[config.mk]
export PLATFORM = sky130hd
export DESIGN_NAME = core_bus_arbiter
export DESIGN_NICKNAME = d
export VERILOG_FILES = /design/src/rtl/core_bus_arbiter.sv
export SDC_FILE = /design/constraint.sdc
export NUM_CORES = 1
export LEC_CHECK = 0
export BUFFER_PORTS_ARGS = -buffer_cell sky130_fd_sc_hd__buf_2
export CORE_MARGIN = 2
export CORE_UTILIZATION = 36
export CTS_CLUSTER_SIZE = 16
export DETAILED_ROUTE_END_ITERATION = 10
export PLACE_DENSITY = 0.67
export SLEW_MARGIN = 5
export SYNTH_ARGS = -nofsm -noshare
export SYNTH_HDL_FRONTEND = slang
export SYNTH_SLANG_ARGS = --single-unit
[constraint.sdc]
create_clock -name clk -period 2.27 [get_ports clk]
set_clock_uncertainty 0.05 [all_clocks]
set_input_delay 0.454 -clock clk [delete_from_list [all_inputs] [get_ports clk]]
set_output_delay 0.454 -clock clk [all_outputs]
set_load 0.01 [all_outputs]
[src/rtl/core_bus_arbiter.sv]
// rtl/core_bus_arbiter.sv - round-robin arbiter sharing the core bus between requesters
//
// Grants one requester at a time, drives its instruction/address/value onto
// the core bus for one issue cycle, waits RESULT_LATENCY cycles, captures the
// bus result and pulses ack_o to the owner.
//
// Ports:
//   clk, rst_n                  system clock, asynchronous active-low reset
//   req_i[NUM_REQ]              per-requester request level
//   req_instr_i/addr_i/value_i  per-requester payload, requester k in slice k
//   grant_o[NUM_REQ]            one-hot owner during ISSUE/WAIT/RESP
//   ack_o[NUM_REQ]              one-cycle completion pulse to the owner
//   result_o[32]                captured bus result, valid with ack_o
//   bus_instruction_o/address_o/value_o  core bus drive
//   bus_result_i[32]            core bus result
//   busy_o                      high whenever not IDLE
//   lock_i[NUM_REQ]             only with ARB_LOCK_EN: owner keeps the bus
//
// Optional feature macro: ARB_LOCK_EN

module core_bus_arbiter #(
    parameter int         NUM_REQ        = 2,
    parameter int         RESULT_LATENCY = 2,
    parameter logic [7:0] NOP_INSTR      = 8'h00
) (
    input  logic                    clk,
    input  logic                    rst_n,
    input  logic [NUM_REQ-1:0]      req_i,
    input  logic [8*NUM_REQ-1:0]    req_instr_i,
    input  logic [24*NUM_REQ-1:0]   req_addr_i,
    input  logic [32*NUM_REQ-1:0]   req_value_i,
`ifdef ARB_LOCK_EN
    input  logic [NUM_REQ-1:0]      lock_i,
`endif
    output logic [NUM_REQ-1:0]      grant_o,
    output logic [NUM_REQ-1:0]      ack_o,
    output logic [31:0]             result_o,
    output logic [7:0]              bus_instruction_o,
    output logic [23:0]             bus_address_o,
    output logic [31:0]             bus_value_o,
    input  logic [31:0]             bus_result_i,
    output logic                    busy_o
);

    localparam int PW = (NUM_REQ > 1) ? $clog2(NUM_REQ) : 1;

    localparam logic [1:0] S_IDLE  = 2'd0;
    localparam logic [1:0] S_ISSUE = 2'd1;
    localparam logic [1:0] S_WAIT  = 2'd2;
    localparam logic [1:0] S_RESP  = 2'd3;

    logic [1:0]         state;
    logic [PW-1:0]      rr_ptr;
    logic [PW-1:0]      owner;
    logic [3:0]         wait_cnt;
    logic [NUM_REQ-1:0] cand;
    logic               found;
    logic [PW-1:0]      sel;
    int                 idx;
    logic [NUM_REQ-1:0] owner_oh;
    logic [NUM_REQ-1:0] sel_oh;
    logic [PW-1:0]      owner_next;

    assign owner_oh   = NUM_REQ'(1) << owner;
    assign sel_oh     = NUM_REQ'(1) << sel;
    assign owner_next = (owner == PW'(NUM_REQ - 1)) ? '0 : owner + PW'(1);
    assign busy_o     = (state != S_IDLE);

`ifdef ARB_LOCK_EN
    logic locked;
    logic lock_hold;
    // While the previous owner still holds its lock, nobody else may win.
    assign lock_hold = locked && ((lock_i & owner_oh) != '0);
`endif

    // First requesting index scanning upward from rr_ptr with wrap.
    always_comb begin
        cand = req_i;
`ifdef ARB_LOCK_EN
        if (lock_hold) cand = req_i & owner_oh;
`endif
        found = 1'b0;
        sel   = '0;
        idx   = 0;
        for (int i = 0; i < NUM_REQ; i++) begin
            idx = int'(rr_ptr) + i;
            if (idx >= NUM_REQ) idx = idx - NUM_REQ;
            if (!found && cand[idx]) begin
                found = 1'b1;
                sel   = PW'(idx);
            end
        end
    end

    always_ff @(posedge clk or negedge rst_n) begin
        if (!rst_n) begin
            state             <= S_IDLE;
            rr_ptr            <= '0;
            owner             <= '0;
            wait_cnt          <= '0;
            grant_o           <= '0;
            ack_o             <= '0;
            result_o          <= '0;
            bus_instruction_o <= NOP_INSTR;
            bus_address_o     <= '0;
            bus_value_o       <= '0;
`ifdef ARB_LOCK_EN
            locked            <= 1'b0;
`endif
        end else begin
            ack_o <= '0;
            case (state)
                S_IDLE: begin
                    bus_instruction_o <= NOP_INSTR;
                    if (found) begin
                        owner             <= sel;
                        grant_o           <= sel_oh;
                        bus_instruction_o <= req_instr_i[8*sel +: 8];
                        bus_address_o     <= req_addr_i[24*sel +: 24];
                        bus_value_o       <= req_value_i[32*sel +: 32];
                        state             <= S_ISSUE;
`ifdef ARB_LOCK_EN
                        locked            <= 1'b0;
`endif
                    end else begin
`ifdef ARB_LOCK_EN
                        if (!lock_hold) begin
                            locked  <= 1'b0;
                            grant_o <= '0;
                        end
`else
                        grant_o <= '0;
`endif
                    end
                end
                S_ISSUE: begin
                    // Instruction is a single-cycle strobe; address/value stay put.
                    bus_instruction_o <= NOP_INSTR;
                    wait_cnt          <= 4'(RESULT_LATENCY - 1);
                    state             <= S_WAIT;
                end
                S_WAIT: begin
                    if (wait_cnt == 4'd0) begin
                        result_o <= bus_result_i;
                        ack_o    <= owner_oh;
                        state    <= S_RESP;
                    end else begin
                        wait_cnt <= wait_cnt - 4'd1;
                    end
                end
                default: begin
                    state <= S_IDLE;
`ifdef ARB_LOCK_EN
                    if ((lock_i & owner_oh) != '0) begin
                        locked <= 1'b1;
                    end else begin
                        grant_o <= '0;
                        rr_ptr  <= owner_next;
                    end
`else
                    grant_o <= '0;
                    rr_ptr  <= owner_next;
`endif
                end
            endcase
        end
    end

endmodule

==> run summary, run 1 <==
The sum of overflow across all layers after global routing is 0, and the global-route wire length before repair is 23290 µm. Worst-case setup margin in the final layout: 0.2647 ns. The time the final worst path needs with I/O delays and setup came out at 2.005 ns. Relative to the synthesized area, the layout overhead comes to 37.75%.

The detailed-route via count was 4721. The worst min-delay path class is in -> reg. The cell depth of the worst hold path is 2. After detailed routing, the average wire length per cell comes to 16.89 µm. For the first-pass iteration count of the detailed router, the log shows 5. The die width is 120.3 µm, and the number of max-capacitance violations reported is 0. The origin of the worst min-delay path is bus_result_i[25].

In the routed design, unresolved DRC markers number 0. The count of nets left with antenna violations once routing finished came out at 0. Number of antenna violations at the first check in global routing: 2.

The post-cts hold buffer count came out at 1. Critical register-to-register path endpoint: result_o[9]. The peak fanout along the critical path was 7; the effective utilization at floorplan was 36.76%.

For the number of filler instances in the final layout, the log shows 1235. After the last flow step, the layout net total stands at 883. The most frequently used flop master after synthesis is sky130_fd_sc_hd__dfrtp_1. STA puts the critical path data required time at 1.77 ns.

End point of the worst hold path: result_o[25]. Clock-pin slew was measured on the worst setup and hold paths at 0.07 ns. The logs give 13240 µm² for the core footprint and 0 for the count of final max-slew check failures.

The most common cell in the synthesized netlist is sky130_fd_sc_hd__dfrtp_1. Arrival time at the worst endpoint: 1.50 ns. The headroom to the max-slew limit is 55.19%. Setup repair after global routing left no endpoint under its margin. Dividing the final minimum period by the clock period gives 88.34%. The critical path start-end classification was reg -> out. Clock tree synthesis found a total of 108 sinks.

The logic depth of the worst register-to-register path works out to 5. The count of buffers added on input and output ports is 264. The tools report the routability-driven placement congestion ratio as 0.7720. The worst flop-to-flop path startpoint is state[0].

The kind of launch point of the worst setup path is a register. In this run the number of H-tree levels came out at 3. The cell count after synthesis came out at 466. The worst register-to-register path has a setup slack of 0.27 ns.

The largest single stage delay on the critical path is 0.41 ns. The deepest clock path buffer count was 2. Buffers inserted during clock tree synthesis total 9. Entering global routing, the biggest net connects 62 pins. The clock latency at the later pin of the worst-skew pair was 0.35 ns. Half-perimeter wire length after detailed placement: 11270 µm. The total leakage power was 3.230 nW. TritonCTS built the clock tree. The run finished with clean final reports. The die covers 14470 µm². The setup total negative slack is 0 ns, and the number of enable flip-flop cells after synthesis is 0. The boundary pin count is 265. The routed wire length was 15120 µm; the per-cell via count in the routed design was 5.275. The final hold violation count came out at 0. The overall die height is 120.3 µm. VDD sags by at most 0.5128 mV. Via count of the first global-routing pass: 4590. Sequential elements use 55.51% of the synthesized area. The placement row count is 42.

Setup violations remaining at the end of the flow were counted as 0. Counting every net in the synthesized netlist gives 635. The async set-reset flop share out of synthesis works out to 100.0%. Cell with the largest stage delay on the worst path: sky130_fd_sc_hd__dfrtp_1. The total track usage was 20.49%; the unique cell type count in the Yosys netlist was 37.

CTS placed an instance of sky130_fd_sc_hd__clkbuf_16 at the clock tree root. Number of flip-flops and latches in the synthesized netlist: 108. Ranked by total cell area, the synthesized netlist is headed by sky130_fd_sc_hd__dfrtp_1 56%, sky130_fd_sc_hd__mux2_1 7.9%, sky130_fd_sc_hd__a31oi_1 6.9%.

After synthesis, the largest area contributor takes up 55.51% of total cell area. The setup slack after placement was 0.2638 ns. Kind of end point of the critical path: an output pin.

Gates resized during post-CTS repair numbered 0. The fraction of final layout cells with drive strength greater than 1 works out to 42.14%. In this run the power density over the cells is 1353 nW/µm².

The run gives 4868 µm² as the synthesized area. The signal on the critical path passes through inv_1 -> ha_1 -> inv_2 -> buf_2. At the pin with the least slew margin, the transition time is 0.6721 ns. Summed over all instances, the cell type with the most area after synthesis is sky130_fd_sc_hd__dfrtp_1. Number of warnings reported in the yosys synthesis log: 0.

Post-CTS timing repair inserted 0 buffers for setup. In this run, the number of DRC markers left after iteration 0 of detailed routing was 362. Each instance of the synthesized netlist takes up on average 10.45 µm².

The number of antenna diodes in the final layout is 0. Ranked by instance count, the synthesized netlist is headed by 108 x sky130_fd_sc_hd__dfrtp_1, 59 x sky130_fd_sc_hd__nor2_1, 58 x sky130_fd_sc_hd__a21oi_1. The maximum clock rate was 498.7 MHz.
==> critical path, delay by kind of cell, from the launching register on <==
kind                       cells  cell delay (ns)
buffers and inverters          3             0.38
adders and majority gates      1             0.35
DFF                            1             0.41
==> through the flow <==
stage                     instances  utilization [%]  power [mW]  instance area (µm²)  hold slack (ns)
after floorplan                 466                -       5.803                 4868           0.1084
after global placement          878            48.20       7.344                 6384           0.3001
after detailed placement        878            48.20       7.519                 6384           0.2997
after CTS                       895            50.64       9.177                 6706           0.2571
after global routing            895            50.64       9.702                 6706           0.2651
final                           895            50.64       9.071                 6706           0.2702
==> cell usage in the layout (no fill, tap or decap), types with 3 or more instances in the layout <==
| cell type | synthesis | layout |
|---|---|---|
| sky130_fd_sc_hd__dfrtp_1 | 108 | 108 |
| sky130_fd_sc_hd__clkbuf_16 | 0 | 9 |
| sky130_fd_sc_hd__buf_4 | 1 | 11 |
| sky130_fd_sc_hd__buf_12 | 0 | 3 |
| sky130_fd_sc_hd__buf_2 | 12 | 263 |
| sky130_fd_sc_hd__o21ai_1 | 11 | 10 |
| sky130_fd_sc_hd__mux2_1 | 34 | 34 |
| sky130_fd_sc_hd__ha_1 | 5 | 5 |
| sky130_fd_sc_hd__nor2_1 | 59 | 59 |
| sky130_fd_sc_hd__o21ai_0 | 44 | 44 |
| sky130_fd_sc_hd__inv_1 | 4 | 4 |
| sky130_fd_sc_hd__a31oi_1 | 54 | 54 |
| sky130_fd_sc_hd__a221o_1 | 10 | 10 |
| sky130_fd_sc_hd__and2_1 | 11 | 11 |
| sky130_fd_sc_hd__a21oi_1 | 58 | 58 |
==> worst max-delay path by stage <==
stage | end | slack [ns] | startpoint | depth (start not counted)
6_report | busy_o | 0.26 | state[0] | 4
5_1_grt | result_o[17] | 0.15 | state[0] | 5
4_1_cts | result_o[9] | 0.25 | state[0] | 5
3_5_place_dp | result_o[9] | 0.26 | state[0] | 5
3_3_place_gp | result_o[4] | 0.35 | state[0] | 5
2_1_floorplan | result_o[10] | 0.45 | state[0] | 7
==> flip-flops by register name (all words and copies together), names as in the netlist <==
register / count
bus_instruction_o: 8
ack_o: 2
bus_address_o: 24
rr_ptr: 1
result_o: 32
owner: 1
bus_value_o: 32
state: 2
grant_o: 2
wait_cnt: 4
==> metal layers <==
layer  vias to the layer above  global-route usage [%]  part of all wire (%)
li1                       2180                       -                     -
met1                      2301                   24.13                    40
met2                       211                   35.72                    50
met3                        29                   4.811                   7.5
met4                         0                   8.866                   2.4
met5                         -                       0                     0
==> layout make-up <==
cell class                 instances  area (µm²)  area share (%)
timing repair buffer             278        1469           21.90
clock inverter                     4       56.30          0.8396
multi-input combinational        311        1979           29.51
clock buffer                      12       256.5           3.825
sequential                       108        2703           40.30
inverter                           6       22.52          0.3358
tap                              176       220.2           3.284
==> where the power goes <==
group	total (mW)	switching [mW]	internal [mW]
sequential	3.37	0.505	2.87
clock	1.63	0.704	0.925
combinational	4.07	2.28	1.79
total	9.07	3.49	5.58
==> kinds of logic (layout without fill, tap and decap cells) <==
group / after synthesis / count (layout) / share of synthesized area, %
flops: 108 / 108 / 55.51
compound gates: 184 / 184 / 21.74
simple gates: 85 / 85 / 8.456
fa+ha+maj: 5 / 5 / 1.285
buf+inv: 47 / 300 / 4.472
mux: 37 / 37 / 8.533
(Power assumes the default switching activity.)
==> inputs of run 2 (changes only) <==
--- a/config.mk
+++ b/config.mk
@@ -7,10 +7,10 @@
 export LEC_CHECK = 0
 export BUFFER_PORTS_ARGS = -buffer_cell sky130_fd_sc_hd__buf_2
 export CORE_MARGIN = 2
-export CORE_UTILIZATION = 36
+export CORE_UTILIZATION = 45
 export CTS_CLUSTER_SIZE = 16
 export DETAILED_ROUTE_END_ITERATION = 10
-export PLACE_DENSITY = 0.67
+export PLACE_DENSITY = 0.81
 export SLEW_MARGIN = 5
 export SYNTH_ARGS = -nofsm -noshare
 export SYNTH_HDL_FRONTEND = slang
==> run summary, run 2 (same netlist as run 1, synthesis figures left out) <==
Area growth from synthesis to layout: 35.08%. Setup repair after global routing left no endpoint under its margin. After clock tree synthesis, the setup repair step added 0 buffers. Measured along the x axis, the die boundary spans 108.0 µm. The worst min-delay path class is in -> async.

The worst setup path is launched from a register. The boundary pin count was 265; the logic depth of the worst register-to-register path was 5. The run gives 0.37 ns as the clock latency at the later pin of the worst-skew pair.

In this run, CTS created clock tree buffers numbering 9. The fraction of final layout cells with drive strength greater than 1 was 41.96%. The tree is rooted in a sky130_fd_sc_hd__clkbuf_8.

The run finished with clean final reports. The final setup violation count is 0, and the routed wire length is 14510 µm. The placement row count was 37. Count of inserted antenna diode cells: 0.

The run gives 8.787 mW as the total power draw. The overall die height is 108.0 µm. For the worst setup path, the data required time is 2.48 ns. The run gives 867 as the number of filler instances in the final layout. The tools report the maximum clock rate as 483.0 MHz. Entering global routing, the biggest net connects 55 pins. In this run the tightest slew margin relative to its limit is 58.23%.

Max-cap violations in this run came to 0. In the final layout, the registers with the most flip-flops are bus_value_o (32), result_o (32), bus_address_o (24). The wire-length estimate of the detail-placed layout is 10610 µm.

The top cell types in the final layout, fill and taps aside, are 263 x sky130_fd_sc_hd__buf_2, 108 x sky130_fd_sc_hd__dfrtp_1, 59 x sky130_fd_sc_hd__nor2_1. The number of antenna violations at the first check in global routing is 0. The detailed-route via count was 4704. At the worst endpoint, the arrival time is 2.28 ns. The setup total negative slack is 0 ns, and the die area is 11670 µm². TritonCTS built the clock tree. In this run, the number of DRC markers left after iteration 0 of detailed routing was 358. For the sum of overflow across all layers after global routing, the log shows 0.

For the count of nets left with antenna violations after detail routing, the log shows 0. Dividing the detail-routed wire length by the instance count gives 17.06 µm. At the pin with the least slew margin, the transition time is 0.6266 ns.

The total leakage power was 3.183 nW. The tools report the post-detailed-route DRC marker count as 0. The smallest clock period supported by the final layout is computed as 2.070 ns.

The first global-routing pass estimated 22580 µm of wire. The net count of the finished layout is 879. The final hold violation count is 0.

In this run the tool buffered the top-level ports with 264 buffer cells. After clock tree synthesis, the clock-pin slew on the worst setup and hold paths is 0.11 ns. The run gives 0 as the count of final max-slew check failures.

The worst-case IR drop observed on VDD is 0.5450 mV. The first-pass iteration count of the detailed router was 5; the sink count of the clock tree was 108. Dividing total power by cell area gives a power density of 1336 nW/µm². Routability-driven placement finished with a final weighted congestion of 0.8175. The logs give 4538 for the via count of the first global-routing pass and 24.58% for the total track usage. The critical path is of the reg -> reg type. The post-cts sizing count is 0.

After floorplanning, the core was sized to cover 10420 µm². The worst setup path is captured at a register. The per-cell via count in the routed design was 5.528. Leading cell type in the layout, fill and taps excluded: sky130_fd_sc_hd__buf_2. The final critical path takes up 91.20% of the cycle. Along the worst path, the maximum fanout reaches 32.

For this configuration, the core starts out at a cell density of 46.74%. The H-tree depth came out at 3. The clock passes through at most 2 buffers.

In this run, post-CTS hold repair placed 0 buffers.
==> run 2: cell count changes in the layout (fill, tap and decap cells not counted), moves of 2 or more <==
cell / delta
sky130_fd_sc_hd__clkinv_4: -2
sky130_fd_sc_hd__inv_6: +2
sky130_fd_sc_hd__buf_4: -6
sky130_fd_sc_hd__buf_12: +3
sky130_fd_sc_hd__clkbuf_16: -9
sky130_fd_sc_hd__clkbuf_8: +7
==> run 2: final timing paths <==
check	start	end	slack (ns)
worst max-delay path	state[0]	result_o[13]	0.20
worst min-delay path	rst_n	bus_address_o[14]	0.002
worst max register to register	state[0]	result_o[13]	0.20
worst min register to register	result_o[22]	result_o[22]	0.44
max in group asynchronous	rst_n	bus_address_o[21]	1.57
min in group clk	bus_result_i[2]	result_o[2]	0.24
==> run 2: report_power, final <==
group	total, mW	internal [mW]	switching (mW)
registers	3.37	2.86	0.503
clock network	1.34	0.642	0.703
logic	4.08	1.80	2.27
==> run 2: layout make-up <==
class	instances	area [µm²]	share of cell area [%]
Clock inverter	7	105.1	1.598
Tap cell	136	170.2	2.588
Sequential cell	108	2703	41.10
Timing Repair Buffer	274	1474	22.41
Inverter	6	22.52	0.3425
Clock buffer	9	123.9	1.884
Multi-Input combinational cell	311	1978	30.08
==> run 2: critical path, stage by stage, from the launching register on <==
cell and delay, ns:
sky130_fd_sc_hd__dfrtp_1 0.43, sky130_fd_sc_hd__inv_1 0.11, sky130_fd_sc_hd__ha_1 0.37, sky130_fd_sc_hd__nor4bb_4 0.39, sky130_fd_sc_hd__buf_12 0.26, sky130_fd_sc_hd__mux2_1 0.35
==> run 2: routing by layer <==
metal	global-route usage [%]	part of all wire [%]	vias up
met3	4.702	9.1	24
met5	0	0	-
met1	31.90	39	2235
li1	-	-	2177
met4	8.425	1.7	0
met2	41.46	50	268
==> run 2: through the flow <==
step           hold WS, ns  std cells  setup slack (ns)  util [%]  area (µm²)
4_1_cts           0.008207        851            0.1933     63.14        6576
5_1_grt            0.02175        851           0.05100     63.14        6576
6_report          0.001537        851            0.1996     63.14        6576
2_1_floorplan       0.1084        466            0.4527         -        4868
3_5_place_dp        0.4146        835            0.2128     60.94        6347
3_3_place_gp        0.3996        835            0.3483     60.94        6347
==> inputs of run 3 (changes only) <==
--- a/config.mk
+++ b/config.mk
@@ -6,11 +6,13 @@
 export NUM_CORES = 1
 export LEC_CHECK = 0
 export BUFFER_PORTS_ARGS = -buffer_cell sky130_fd_sc_hd__buf_2
+export CELL_PAD_IN_SITES_DETAIL_PLACEMENT = 1
+export CELL_PAD_IN_SITES_GLOBAL_PLACEMENT = 1
 export CORE_MARGIN = 2
-export CORE_UTILIZATION = 45
+export CORE_UTILIZATION = 33
 export CTS_CLUSTER_SIZE = 16
 export DETAILED_ROUTE_END_ITERATION = 10
-export PLACE_DENSITY = 0.81
+export PLACE_DENSITY_LB_ADDON = 0.1
 export SLEW_MARGIN = 5
 export SYNTH_ARGS = -nofsm -noshare
 export SYNTH_HDL_FRONTEND = slang
==> run summary, run 3 (same netlist as run 1, synthesis figures left out) <==
The worst hold path belongs to the class in -> reg. The count of final max-slew check failures came out at 0. Max-cap violations in this run came to 0. The die width works out to 125.5 µm.

The effective utilization at floorplan is 33.62%. The clock passes through at most 2 buffers. TritonCTS built the clock tree.

For the arrival time at the worst endpoint, the log shows 1.52 ns. Leaving out fill and tap cells, the most frequent cell in the layout is sky130_fd_sc_hd__buf_2. In this run, the number of DRC markers left after iteration 0 of detailed routing was 204.

The first global-routing pass estimated 27130 µm of wire. The part of the cycle the worst path needs is 88.99%. Dividing the detail-routed via count by the number of cells gives 5.254. Summing all non-filler instances in the final layout gives an area of 6789 µm².

The worst register-to-register path begins at state[0]. For this design the static power due to leakage is 3.262 nW. Setup repair after global routing left no endpoint under its margin. The net load switching power is 3.593 mW. Registers are responsible for 36.1% of the overall power. The number of buffers added for setup after CTS came out at 0. After clock tree synthesis, the clock-pin slew on the worst setup and hold paths is 0.07 ns.

The post-detailed-route DRC marker count is 0, and the area growth from synthesis to layout is 39.45%. The H-tree generated during clock tree synthesis spans 3 levels. For the post-cts sizing count, the log shows 0. Startpoint of the worst setup timing path: state[0]. Count of inserted antenna diode cells: 0. The flow ran to the end, and the final reports show no timing, DRC or antenna violations. The via count of the first global-routing pass is 5098. The logs give 0.8437 for the routability-driven placement congestion ratio and 18.6% for the portion of total power attributed to the clock network. For hold timing, the worst endpoint is result_o[29]. The count of buffers inserted at the top-level ports came out at 264. The signal on the critical path passes through inv_1 -> ha_1 -> inv_2 -> buf_2. The overall die height is 125.5 µm, and the cell-internal power is 5.713 mW.

Counting cells, the worst reg-to-reg path comes to 5. The routed wire length was 16910 µm; the slew at the pin closest to its max-slew limit was 0.7770 ns. The run gives 44 as the placement row count.

The sink count of the clock tree is 108, and the half-perimeter wire length after detailed placement is 12330 µm. The worst setup path is captured at an output pin. By startpoint and endpoint, the worst setup path is classified as reg -> out. The power per cell area was 1371 nW/µm². Clock tree synthesis selected as its root buffer the cell sky130_fd_sc_hd__clkbuf_16.

Cell with the largest stage delay on the worst path: sky130_fd_sc_hd__dfrtp_1. The tools report the placement-stage cell area as 6454 µm². The final hold violation count is 0. The later pin in the worst-skew pair is clocked with a latency of 0.34 ns.

The stage delay of the slowest cell on the critical path was 0.41 ns; the routed length per instance was 18.66 µm. The worst-case IR drop observed on VDD is 0.4560 mV. Of the cells placed in the final design, the portion with a size suffix greater than 1 is 42.52%. In this run the critical register-to-register path is captured at bus_instruction_o[0].

The worst setup path is launched from a register. The die covers 15740 µm². In this run switching power makes up 38.61% of total power. The final route contains 4760 vias. Entering global routing, the biggest net connects 46 pins. The total track usage was 21.49%. Summed over all layers, the global routing overflow is 0. In the layout the commonest cells are 263 x sky130_fd_sc_hd__buf_2, 108 x sky130_fd_sc_hd__dfrtp_1, 59 x sky130_fd_sc_hd__nor2_1.

The cell depth of the worst hold path came out at 2. The layout net count was 886; the TritonCTS buffer count was 9. The maximum clock rate is 495.0 MHz.

The logs give 45.3% for the part of the total power dissipated in combinational logic and 0 ns for the setup total negative slack. The worst path needs 2.020 ns of the cycle, external delays included. The largest registers in the layout are bus_value_o (32), result_o (32), bus_address_o (24). For the register-to-register setup slack, the log shows 0.33 ns.

The run gives 1 as the number of antenna violations at the first check in global routing. The worst hold path begins at bus_result_i[29]. The count of nets left with antenna violations after detail routing was 0; the final setup violation count was 0. First-pass iteration count of the detailed router: 4. The run gives 265 as the boundary pin count. The core footprint is 14480 µm².

Headroom to the max-slew limit came out at 48.00%. Along the worst path, the maximum fanout reaches 7. For the worst path required time, the log shows 1.77 ns.
run 3: changes by cell type in the layout (fill, tap and decap cells not counted), sizes merged:
| cell | previous run | this run |
|---|---|---|
| clkbuf | 9 | 10 |
| clkinv | 0 | 2 |
| dlygate4sd3 | 0 | 1 |
| inv | 10 | 7 |
| buf | 274 | 280 |
run 3: power by group through the flow:
stage                     Sequential, mW  Clock [mW]  Combinational (mW)
final                               3.36        1.73                4.22
after floorplan                     3.76           0                2.04
after CTS                           3.37        1.78                4.31
after global placement              3.35           0                4.13
after global routing                3.50        1.86                4.66
after detailed placement            3.40           0                4.30
run 3: how the worst max path moves through the flow:
stage                     depth (start not counted)                    to  slack (ns)
final                                             4                busy_o        0.25
after global routing                              5  bus_instruction_o[0]        0.16
after CTS                                         4                busy_o        0.21
after detailed placement                          6       bus_value_o[10]        0.22
after global placement                            4     bus_address_o[23]        0.29
after floorplan                                   7          result_o[10]        0.45
run 3: layer usage:
| layer | vias up | wire, µm | GRT usage (%) |
|---|---|---|---|
| li1 | 2188 | - | - |
| met1 | 2378 | 7100 | 26.84 |
| met2 | 168 | 8431 | 36.82 |
| met3 | 24 | 1001 | 4.964 |
| met4 | 2 | 368 | 6.993 |
| met5 | - | 8 | 0 |
run 3: worst max-delay path: cells and delay by family, from the launching register on:
kind | cells | cell delay [ns]
fa+ha+maj | 1 | 0.38
flops | 1 | 0.41
buf+inv | 3 | 0.39
run 3: layout make-up:
cell class	instances	area [µm²]
tap	184	230.2
fill	1724	7690
timing repair buffer	281	1529
clock buffer	10	239.0
multi-input combinational	311	1979
clock inverter	6	86.33
inverter	6	22.52
sequential	108	2703
run 3: what timing repair did:
action                                 4_1_cts  5_1_grt
endpoints found under the hold margin        4        0
setup endpoints to repair                    0        0
hold buffers                                 1        0
run 3: stage by stage:
stage / cells / utilization (%) / setup WS, ns / hold WS (ns) / power [mW]
CTS: 906 / 46.89 / 0.2082 / 0.2582 / 9.465
global placement: 889 / 44.57 / 0.2939 / 0.3647 / 7.478
global route: 906 / 46.89 / 0.1561 / 0.2654 / 10.01
floorplan: 466 / - / 0.4527 / 0.1084 / 5.803
detailed placement: 889 / 44.57 / 0.2174 / 0.3712 / 7.697
finish: 906 / 46.89 / 0.2499 / 0.2736 / 9.306
